`config.mk`:
```
export PLATFORM = sky130hd
export DESIGN_NAME = hc153_scan_ctrl
export DESIGN_NICKNAME = d
export VERILOG_FILES = /design/src/rtl/hc153_scan_ctrl.sv
export SDC_FILE = /design/constraint.sdc
export NUM_CORES = 1
export LEC_CHECK = 0
export ABC_AREA = 0
export BUFFER_PORTS_ARGS = -buffer_cell sky130_fd_sc_hd__buf_2
export CORE_UTILIZATION = 58
export DETAILED_ROUTE_END_ITERATION = 10
export PLACE_DENSITY = 0.86
export SLEW_MARGIN = 30
export SYNTH_ARGS = -nofsm -noshare
export SYNTH_HDL_FRONTEND = slang
export SYNTH_SLANG_ARGS = --single-unit
```
`constraint.sdc`:
```
create_clock -name CP -period 3.23 [get_ports CP]
set_clock_uncertainty 0.15 [all_clocks]
set_input_delay 0.323 -clock CP [delete_from_list [all_inputs] [get_ports CP]]
set_output_delay 0.323 -clock CP [all_outputs]
set_load 0.01 [all_outputs]
```
`src/rtl/hc153_scan_ctrl.sv`:
```
// Scan sequencer for an HC153 dual 4-to-1 selector: walks all four select codes,
// samples Y1/Y2 after a settle time and publishes two 4-bit words at once.
module hc153_scan_ctrl #(
    parameter int SETTLE = 1,
    parameter bit AUTO   = 1'b0
) (
    input  logic       CP,
    input  logic       MRN,
    input  logic       START,
    input  logic       Y1,
    input  logic       Y2,
    output logic       S1,
    output logic       S2,
    output logic       E1N,
    output logic       E2N,
    output logic       BUSY,
    output logic       DONE,
    output logic [0:3] Q1,
    output logic [0:3] Q2
);

    localparam logic [1:0] ST_IDLE   = 2'd0;
    localparam logic [1:0] ST_SETTLE = 2'd1;
    localparam logic [1:0] ST_SAMPLE = 2'd2;
    localparam logic [1:0] ST_DONE   = 2'd3;

    // A settle time of zero is treated as one cycle; values above 15 are clamped.
    localparam int         SETTLE_EFF = (SETTLE < 1) ? 1 : ((SETTLE > 15) ? 15 : SETTLE);
    localparam logic [3:0] CNT_LAST   = 4'(SETTLE_EFF - 1);

    logic [1:0] state_q, state_d;
    logic [1:0] idx_q, idx_d;
    logic [3:0] cnt_q, cnt_d;
    logic [0:3] sh1_q, sh1_d;
    logic [0:3] sh2_q, sh2_d;
    logic [0:3] q1_q, q1_d;
    logic [0:3] q2_q, q2_d;
    logic       enN_q, enN_d;
    logic       busy_q, busy_d;
    logic       done_q, done_d;

    always_comb begin
        state_d = state_q;
        idx_d   = idx_q;
        cnt_d   = cnt_q;
        sh1_d   = sh1_q;
        sh2_d   = sh2_q;
        q1_d    = q1_q;
        q2_d    = q2_q;
        enN_d   = enN_q;
        busy_d  = busy_q;
        done_d  = done_q;
        case (state_q)
            ST_IDLE: begin
                if (START) begin
                    state_d = ST_SETTLE;
                    idx_d   = 2'd0;
                    cnt_d   = 4'd0;
                    enN_d   = 1'b0;
                    busy_d  = 1'b1;
                end
            end
            ST_SETTLE: begin
                cnt_d = cnt_q + 4'd1;
                if (cnt_q == CNT_LAST) begin
                    state_d = ST_SAMPLE;
                end
            end
            ST_SAMPLE: begin
                sh1_d[idx_q] = Y1;
                sh2_d[idx_q] = Y2;
                if (idx_q != 2'd3) begin
                    idx_d   = idx_q + 2'd1;
                    cnt_d   = 4'd0;
                    state_d = ST_SETTLE;
                end else begin
                    // Last channel goes straight to Q so all four bits land on one edge.
                    q1_d    = {sh1_q[0:2], Y1};
                    q2_d    = {sh2_q[0:2], Y2};
                    done_d  = 1'b1;
                    busy_d  = 1'b0;
                    enN_d   = 1'b1;
                    idx_d   = 2'd0;
                    state_d = ST_DONE;
                end
            end
            ST_DONE: begin
                done_d = 1'b0;
                if (AUTO) begin
                    state_d = ST_SETTLE;
                    idx_d   = 2'd0;
                    cnt_d   = 4'd0;
                    enN_d   = 1'b0;
                    busy_d  = 1'b1;
                end else begin
                    state_d = ST_IDLE;
                end
            end
            default: begin
                state_d = ST_IDLE;
            end
        endcase
    end

    always_ff @(posedge CP) begin
        if (!MRN) begin
            state_q <= ST_IDLE;
            idx_q   <= 2'd0;
            cnt_q   <= 4'd0;
            sh1_q   <= 4'd0;
            sh2_q   <= 4'd0;
            q1_q    <= 4'd0;
            q2_q    <= 4'd0;
            enN_q   <= 1'b1;
            busy_q  <= 1'b0;
            done_q  <= 1'b0;
        end else begin
            state_q <= state_d;
            idx_q   <= idx_d;
            cnt_q   <= cnt_d;
            sh1_q   <= sh1_d;
            sh2_q   <= sh2_d;
            q1_q    <= q1_d;
            q2_q    <= q2_d;
            enN_q   <= enN_d;
            busy_q  <= busy_d;
            done_q  <= done_d;
        end
    end

    // idx is forced to zero outside a scan, so it can drive the select lines directly.
    assign S1   = idx_q[1];
    assign S2   = idx_q[0];
    assign E1N  = enN_q;
    assign E2N  = enN_q;
    assign BUSY = busy_q;
    assign DONE = done_q;
    assign Q1   = q1_q;
    assign Q2   = q2_q;

endmodule

```
# --- Yosys cells after proc, flatten, opt, wreduce, memory -nomap -nowiden ---
# Cells that the tools add are included.
totals:
  register_bits: 27
  inputBits: 5
  output_inout_bits: 14
op_classes:
  n_addsub: 2
  magnitude_cmp: 2
  eq_ne: 8
  mux: 21
  n_bitwise: 2
  n_reduce_logical: 12
op_table:
  columns: ["op", "count"]
  rows:
  - ["4-bit one-hot mux with 3 select lines", 1]
  - ["2-bit two-way mux", 5]
  - ["2-bit inequality test, second input constant", 5]
  - ["4-bit bitwise mux", 2]
  - ["4-bit two-way mux", 2]
  - ["2-bit one-hot mux with 4 select lines", 1]
  - ["2-bit AND reduction", 4]
  - ["1-bit one-hot mux with 2 select lines", 3]
  - ["3-bit AND reduction", 2]
  - ["1-bit two-way mux", 5]
  - ["4-bit by 1-bit adder with 4-bit output, second input constant", 1]
  - ["2-bit == test, second input constant", 2]
  - ["4-bit zero test", 1]
  - ["2-bit one-hot mux with 2 select lines", 1]
  - ["2-bit nonzero test", 2]
  - ["3-bit greater-or-equal comparator, second input constant", 1]
  - ["3-bit by 1-bit < comparator with 1-bit output, second input constant", 1]
  - ["2-bit NOT with 3-bit output", 1]
  - ["3-bit nonzero test", 1]
  - ["2-bit by 1-bit adder with 2-bit output, second input constant", 1]
  - ["1-bit demux with 2-bit select", 1]
  - ["2-bit by 1-bit == test with 1-bit output, second input constant", 1]
  - ["2-bit zero test", 1]
  - ["1-bit logical AND", 1]
  - ["1-bit NOT", 1]

# --- Logic depth before layout (Yosys ltp) ---
# Gate-level depths: netlist (run 1).
logic_depth:
  word_depth: 6
  ltp_mapped: 5
  ltp_nobuf: 5

# --- Least setup slack after synthesis (run 1) ---
# Ideal clock, no wire load.
synth_timing:
  path_type: "reg-to-reg"
  from: "register idx_q[0]"
  to: "register q1_q, in the netlist Q1[1]"
  setup_ns: 0.129
  arrival_ns: 1.102
  path_slack_ns: 1.849
  stages_incl_launch_ff: 6
  path_buffers: 1
  period_less_slack_ns: 1.381
  path_cell_list: "dfxtp_1 > ha_1 > nand3b_1 > buf_6 > mux2i_1 > nor2_1"
synth_via:
  elab_chain_cells: 3
synth_lines:
  columns: ["element", "line_no", "rtl"]
  rows:
  - ["start: declaration", "32", "logic [1:0] idx_q, idx_d;"]
  - ["start signal: assignment", "119", "idx_q <= idx_d;"]
  - ["2-bit inequality test", "72", "if (idx_q != 2'd3) begin"]
  - ["1-bit NOT (no source line)", null, null]
  - ["2-bit AND reduction (no source line)", null, null]
  - ["end signal: assignment", "123", "q1_q <= q1_d;"]
  - ["end: declaration", "36", "logic [0:3] q1_q, q1_d;"]
# No other way between the ends.
# A chain may end at the register's enable or synchronous reset.

# --- Worst setup path after layout (run 1) ---
layout_timing:
  from: "register idx_q[1]"
  to: "register q1_q, in the netlist Q1[2]"
# The elaborated chain is that of the path after synthesis.

==> flow_summary.json, run 1 <==
{
  "outcome": "finished, final reports clean",
  "viasPerCell": 5.45,
  "start_util": 0.633,
  "syn_area_mm2": 0.00113,
  "synth_edf_count": 0,
  "start_kind": "flip-flop",
  "layout.nets": 143,
  "dp_worst_setup_slack_ps": 1440,
  "gr-usage-all-layers": 0.220,
  "crit_fanout": 9,
  "ys_seq_area_frac": 0.443,
  "critPathArrivalTime_ps": 1860,
  "power_density_mw_per_mm2": 415,
  "timing.setup.tns_ps": 0,
  "cts_resized": 0,
  "diodes": 0,
  "p_leak_nw": 0.618,
  "grt_max_degree": 23,
  "drv_cap": 0,
  "synth_ff_type": "dfxtp_1",
  "die_w_um": 46.1,
  "wl_per_cell_um": 12.6,
  "row_count": 15,
  "cts_tree": "yes",
  "fin_total_pwr_mw": 0.509,
  "critical_path_class": "flip-flop to flip-flop",
  "ys_async_sr_fraction": 0,
  "drv_slew": 0,
  "syn2layout_area_growth_pct": 8.65,
  "synthesis.nets": 127,
  "min_from": "MRN",
  "die_area_mm2": 0.00213,
  "netlist_instances": 115,
  "fin_crit_sh": 0.564,
  "dp_hpwl_um": 1450,
  "grt_pass1_wl_um": 3280,
  "path_buf_inv": 0,
  "die_h_um": 46.1,
  "cts_made_buffers": 3,
  "worstPathCellList": "ha_1 -> nand3b_1 -> mux2i_1 -> nor2_1",
  "synth_top_area_cell": "dfxtp_1",
  "drc_errors": 0,
  "mostFrequentLayoutCells": "dfxtp_1 (25), buf_2 (18), nor2_1 (17), mux2i_1 (14), a21oi_1 (9)",
  "relSlewSlack": 0.558,
  "r2r_start": "idx_q[1]",
  "tightest_slew_ps": 662,
  "gp_congestion": 0.788,
  "antenna_found_initial": 0,
  "drt-initial-drc-count": 9,
  "final_util": 0.688,
  "clock_latency_ps": 320,
  "dr.pass1.iters": 4,
  "cts.sinks": 25,
  "drive_above_1_share": 0.208,
  "synth_area_per_cell_um2": 9.81,
  "crit_family": "simple AND/OR/NAND/NOR gates",
  "clk_path_buf_depth": 2,
  "setup_viol": 0,
  "cts_htree_levels": 1,
  "cts_setup_buffers": 0,
  "period_needed_ps": 1820,
  "port_buffers": 18,
  "synth_area_leaders": "dfxtp_1 (44%), mux2i_1 (12%), ha_1 (7.8%), nor2_1 (5.7%), a21oi_1 (4.0%)",
  "grt_overflow_total": 0,
  "final_common_cell": "dfxtp_1",
  "final_antenna_net_count": 0,
  "end_kind": "flip-flop",
  "yosysTopAreaCellShare": 0.443,
  "hold_path_class": "primary input to flip-flop",
  "num-fill-cells": 129,
  "cp_slowest_stage_delay_ps": 470,
  "postCtsHoldBufs": 0,
  "clkSlewWorstSetupHoldPaths_ps": 130,
  "fin_ws_ps": 1410,
  "yosysUniqueCellTypes": 30,
  "max_freq_ghz": 0.549,
  "core_area_mm2": 0.00178,
  "required_ps": 3270,
  "grt_pass1_vias": 815,
  "ys_ff_latch": 25,
  "ir_drop_mv": 0.266,
  "cpMaxStageDelayCell": "dfxtp_1",
  "wirelength_um": 1950,
  "synth_warnings": 0,
  "num_vias": 844,
  "cts_root_buffer": "clkbuf_4",
  "io_pins": 19,
  "rsz0062_at_grt": "no",
  "crit_path_start": "idx_q[1]",
  "hold_viol_final": 0
}
## area by class of cell
class | instances | area (um2) | area share
clock buffers | 4 | 26.3 | 0.0214
inverters | 7 | 26.3 | 0.0214
multi-input cells | 76 | 552 | 0.450
flip-flops and latches | 25 | 500 | 0.408
well taps | 25 | 31.3 | 0.0255
repair buffers | 18 | 90.1 | 0.0735
## kinds of logic (layout without fill, tap and decap cells)
family	Yosys count	count (layout)	synth area share
buffers and inverters	14	29	0.0676
muxes	14	14	0.124
AOI/OAI and AO/OA	20	20	0.119
DFF	25	25	0.443
adders and majority gates	7	7	0.0776
and+or+nand+nor	35	35	0.169
## flip-flops by register name, summed over array words and instances (netlist names), 2 cells and up
register and flops:
Q1 4, Q2 4, cnt_q 4, idx_q 2, sh1_q 3, sh2_q 3, state_q 2
## report_power, final
part / internal, mW / switching (mW) / total (mW)
Combinational: 0.0199 / 0.0283 / 0.0482
Clock: 0.0483 / 0.0872 / 0.135
Sequential: 0.316 / 0.00987 / 0.325
Total: 0.384 / 0.125 / 0.509
## synth_stat cells (2+ instances only)
master and instances:
a32oi_1 2, nand2_1 3, nand3_1 2, a21oi_1 9
buf_4 2, mux2i_1 14, inv_1 7, clkbuf_1 2
nor2_1 17, buf_6 2, ha_1 7, o21a_1 2
nand3b_2 3, nand2b_1 3, dfxtp_1 25
## worst paths after layout
path	endpoint	slack, ps	cells past startpoint
worst max-delay path	Q1[2]	1410	4
worst min-delay path	E1N	90	2
worst max register to register	Q1[2]	1410	4
worst min register to register	Q1[0]	360	2
## metrics by stage
step / hold slack [ps] / instances / area, um2
after floorplan: 253 / 115 / 1130
after global placement: 320 / 151 / 1200
after detailed placement: 335 / 151 / 1200
after CTS: 80.1 / 155 / 1230
after global routing: 107 / 155 / 1230
final: 93.8 / 155 / 1230
## routing by layer
metal | part of all wire | routed length (um) | track usage | up-vias
li1 | - | - | - | 422
met1 | 0.44 | 851 | 0.252 | 404
met2 | 0.52 | 1010 | 0.377 | 13
met3 | 0.022 | 42 | 0.0392 | 5
met4 | 0.021 | 40 | 0.129 | 0
met5 | 0 | 0 | 0 | -
(Power assumes the default switching activity.)
==> run 2: changes to the inputs <==
--- a/config.mk
+++ b/config.mk
@@ -7,9 +7,9 @@
 export LEC_CHECK = 0
 export ABC_AREA = 0
 export BUFFER_PORTS_ARGS = -buffer_cell sky130_fd_sc_hd__buf_2
-export CORE_UTILIZATION = 58
+export CORE_UTILIZATION = 53
 export DETAILED_ROUTE_END_ITERATION = 10
-export PLACE_DENSITY = 0.86
+export PLACE_DENSITY = 0.8
 export SLEW_MARGIN = 30
 export SYNTH_ARGS = -nofsm -noshare
 export SYNTH_HDL_FRONTEND = slang
==> constraint.sdc (replaced) <==
create_clock -name CP -period 1.8 [get_ports CP]
set_clock_uncertainty 0.15 [all_clocks]
set_input_delay 0.18 -clock CP [delete_from_list [all_inputs] [get_ports CP]]
set_output_delay 0.18 -clock CP [all_outputs]
set_load 0.01 [all_outputs]
==> run 2 against run 1 <==
  * Power rose by 82%
  * Hold slack got worse by 92 ps
  * Combinational power rose by 100%
  * Sequential share of layout area fell by 1.4 points
  * Core utilization fell by 4.8 points
  * First-iteration DRC count rose by 11%
  * Non-clock buffer count rose by 5
  * Critical path depth fell by 1
  * Global-route usage fell by 1.4 points
  * Clock power rose by 84%
  * Die area rose by 9.0%
  * Largest power group unchanged
==> flow_summary.json, run 2 (synthesized netlist as in run 1, its figures left out) <==
{
  "cp_slowest_stage_delay_ps": 510,
  "fin_total_pwr_mw": 0.926,
  "hold_viol_final": 0,
  "rr_endpoint": "cnt_q[2]",
  "min_from": "Y1",
  "layout.nets": 148,
  "drt-initial-drc-count": 10,
  "max_freq_ghz": 0.615,
  "drv_cap": 0,
  "antenna_found_initial": 0,
  "die_h_um": 48.1,
  "num_vias": 859,
  "placed_area_mm2": 0.00123,
  "row_count": 16,
  "timing.setup.tns_ps": 0,
  "clk_path_buf_depth": 2,
  "clkSlewWorstSetupHoldPaths_ps": 130,
  "dp.cells": 157,
  "crit_fanout": 11,
  "grt_max_degree": 14,
  "final_antenna_net_count": 0,
  "cts_tree": "yes",
  "drive_above_1_share": 0.230,
  "dp_hpwl_um": 1620,
  "port_buffers": 18,
  "crit_family": "simple AND/OR/NAND/NOR gates",
  "cts_htree_levels": 1,
  "cts_made_buffers": 3,
  "grt_pass1_wl_um": 3280,
  "reg2reg_depth": 3,
  "rsz0062_at_grt": "no",
  "wirelength_um": 2170,
  "holdPathStages": 3,
  "dr.pass1.iters": 4,
  "worstPathCellList": "nor2b_1 -> nand2b_1 -> a311oi_2",
  "fin_ws_ps": 173,
  "cpMaxStageDelayCell": "dfxtp_1",
  "cts_root_buffer": "clkbuf_4",
  "grt_pass1_vias": 749,
  "period_needed_ps": 1630,
  "start_kind": "flip-flop",
  "wl_per_cell_um": 13.4,
  "hold_path_class": "primary input to flip-flop",
  "viasPerCell": 5.30,
  "die_w_um": 48.1,
  "core_area_mm2": 0.00198,
  "io_pins": 19,
  "critPathArrivalTime_ps": 1710,
  "setup_viol": 0,
  "start_util": 0.569,
  "syn2layout_area_growth_pct": 12.4,
  "die_area_mm2": 0.00232,
  "gp_congestion": 0.815,
  "final_common_cell": "dfxtp_1",
  "clock_latency_ps": 310,
  "grt_overflow_total": 0,
  "end_kind": "flip-flop",
  "min_to": "sh1_q[2]",
  "final_util": 0.640,
  "tightest_slew_ps": 496,
  "final_area_mm2": 0.00127,
  "diodes": 0,
  "dp_worst_setup_slack_ps": 256,
  "final-instance-count-excl-fill": 162,
  "path_buf_inv": 0,
  "drc_errors": 0,
  "ir_drop_mv": 0.477,
  "required_ps": 1880,
  "p_leak_nw": 0.641,
  "outcome": "finished, final reports clean",
  "drv_slew": 0,
  "critical_path_class": "flip-flop to flip-flop",
  "relSlewSlack": 0.669,
  "r2r_slack_ps": 170,
  "r2r_start": "state_q[0]",
  "mostFrequentLayoutCells": "dfxtp_1 (25), buf_2 (18), nor2_1 (17), mux2i_1 (14), a21oi_1 (9)",
  "fin_crit_sh": 0.904,
  "cts.sinks": 25,
  "whs_ps": 2.21,
  "power_density_mw_per_mm2": 730,
  "gr-usage-all-layers": 0.206
}
[run 2: cell count changes in the layout (fill, tap and decap cells not counted)]
cell | before | now
buf_4 | 0 | 4
dlygate4sd3_1 | 0 | 1
[run 2: cell type report]
class,count,area [um2]
flip-flops and latches,25,500
fillers,167,713
clock buffers,4,26.3
inverters,7,26.3
repair buffers,23,130
well taps,27,33.8
multi-input cells,76,552
[run 2: where the power goes]
part           switching, mW  leakage (nW)  total, mW  internal [mW]
registers             0.0137         0.203      0.580          0.566
clock network          0.161        0.0150      0.248         0.0866
logic                 0.0570         0.423     0.0975         0.0405
[run 2: worst max-delay path by stage]
stage	cells past startpoint	to	startpoint	slack, ps
after floorplan	5	Q1[1]	idx_q[0]	420
after global placement	3	cnt_q[2]	state_q[0]	320
after detailed placement	3	cnt_q[2]	state_q[0]	260
after CTS	3	cnt_q[2]	state_q[0]	230
after global routing	3	cnt_q[2]	state_q[0]	40
final	3	cnt_q[2]	state_q[0]	170
[run 2: routing by layer]
| metal | vias to the layer above | routed length [um] | GRT usage |
|---|---|---|---|
| li1 | 433 | - | - |
| met1 | 398 | 1010 | 0.257 |
| met2 | 20 | 1040 | 0.339 |
| met3 | 8 | 64 | 0.0407 |
| met4 | 0 | 57 | 0.100 |
| met5 | - | 0 | 0 |
[run 2: worst reg2reg max path: cells and delay by family, from the launching register on]
kind               cells  cell delay [ps]
AOI/OAI and AO/OA      1              290
and+or+nand+nor        2              610
DFF                    1              510
[run 2: timing repair]
| action | CTS | global route |
|---|---|---|
| resized for setup | 0 | 0 |
| setup buffers | 0 | 0 |
| hold endpoints to repair | 2 | 0 |
| hold buffers | 1 | 0 |
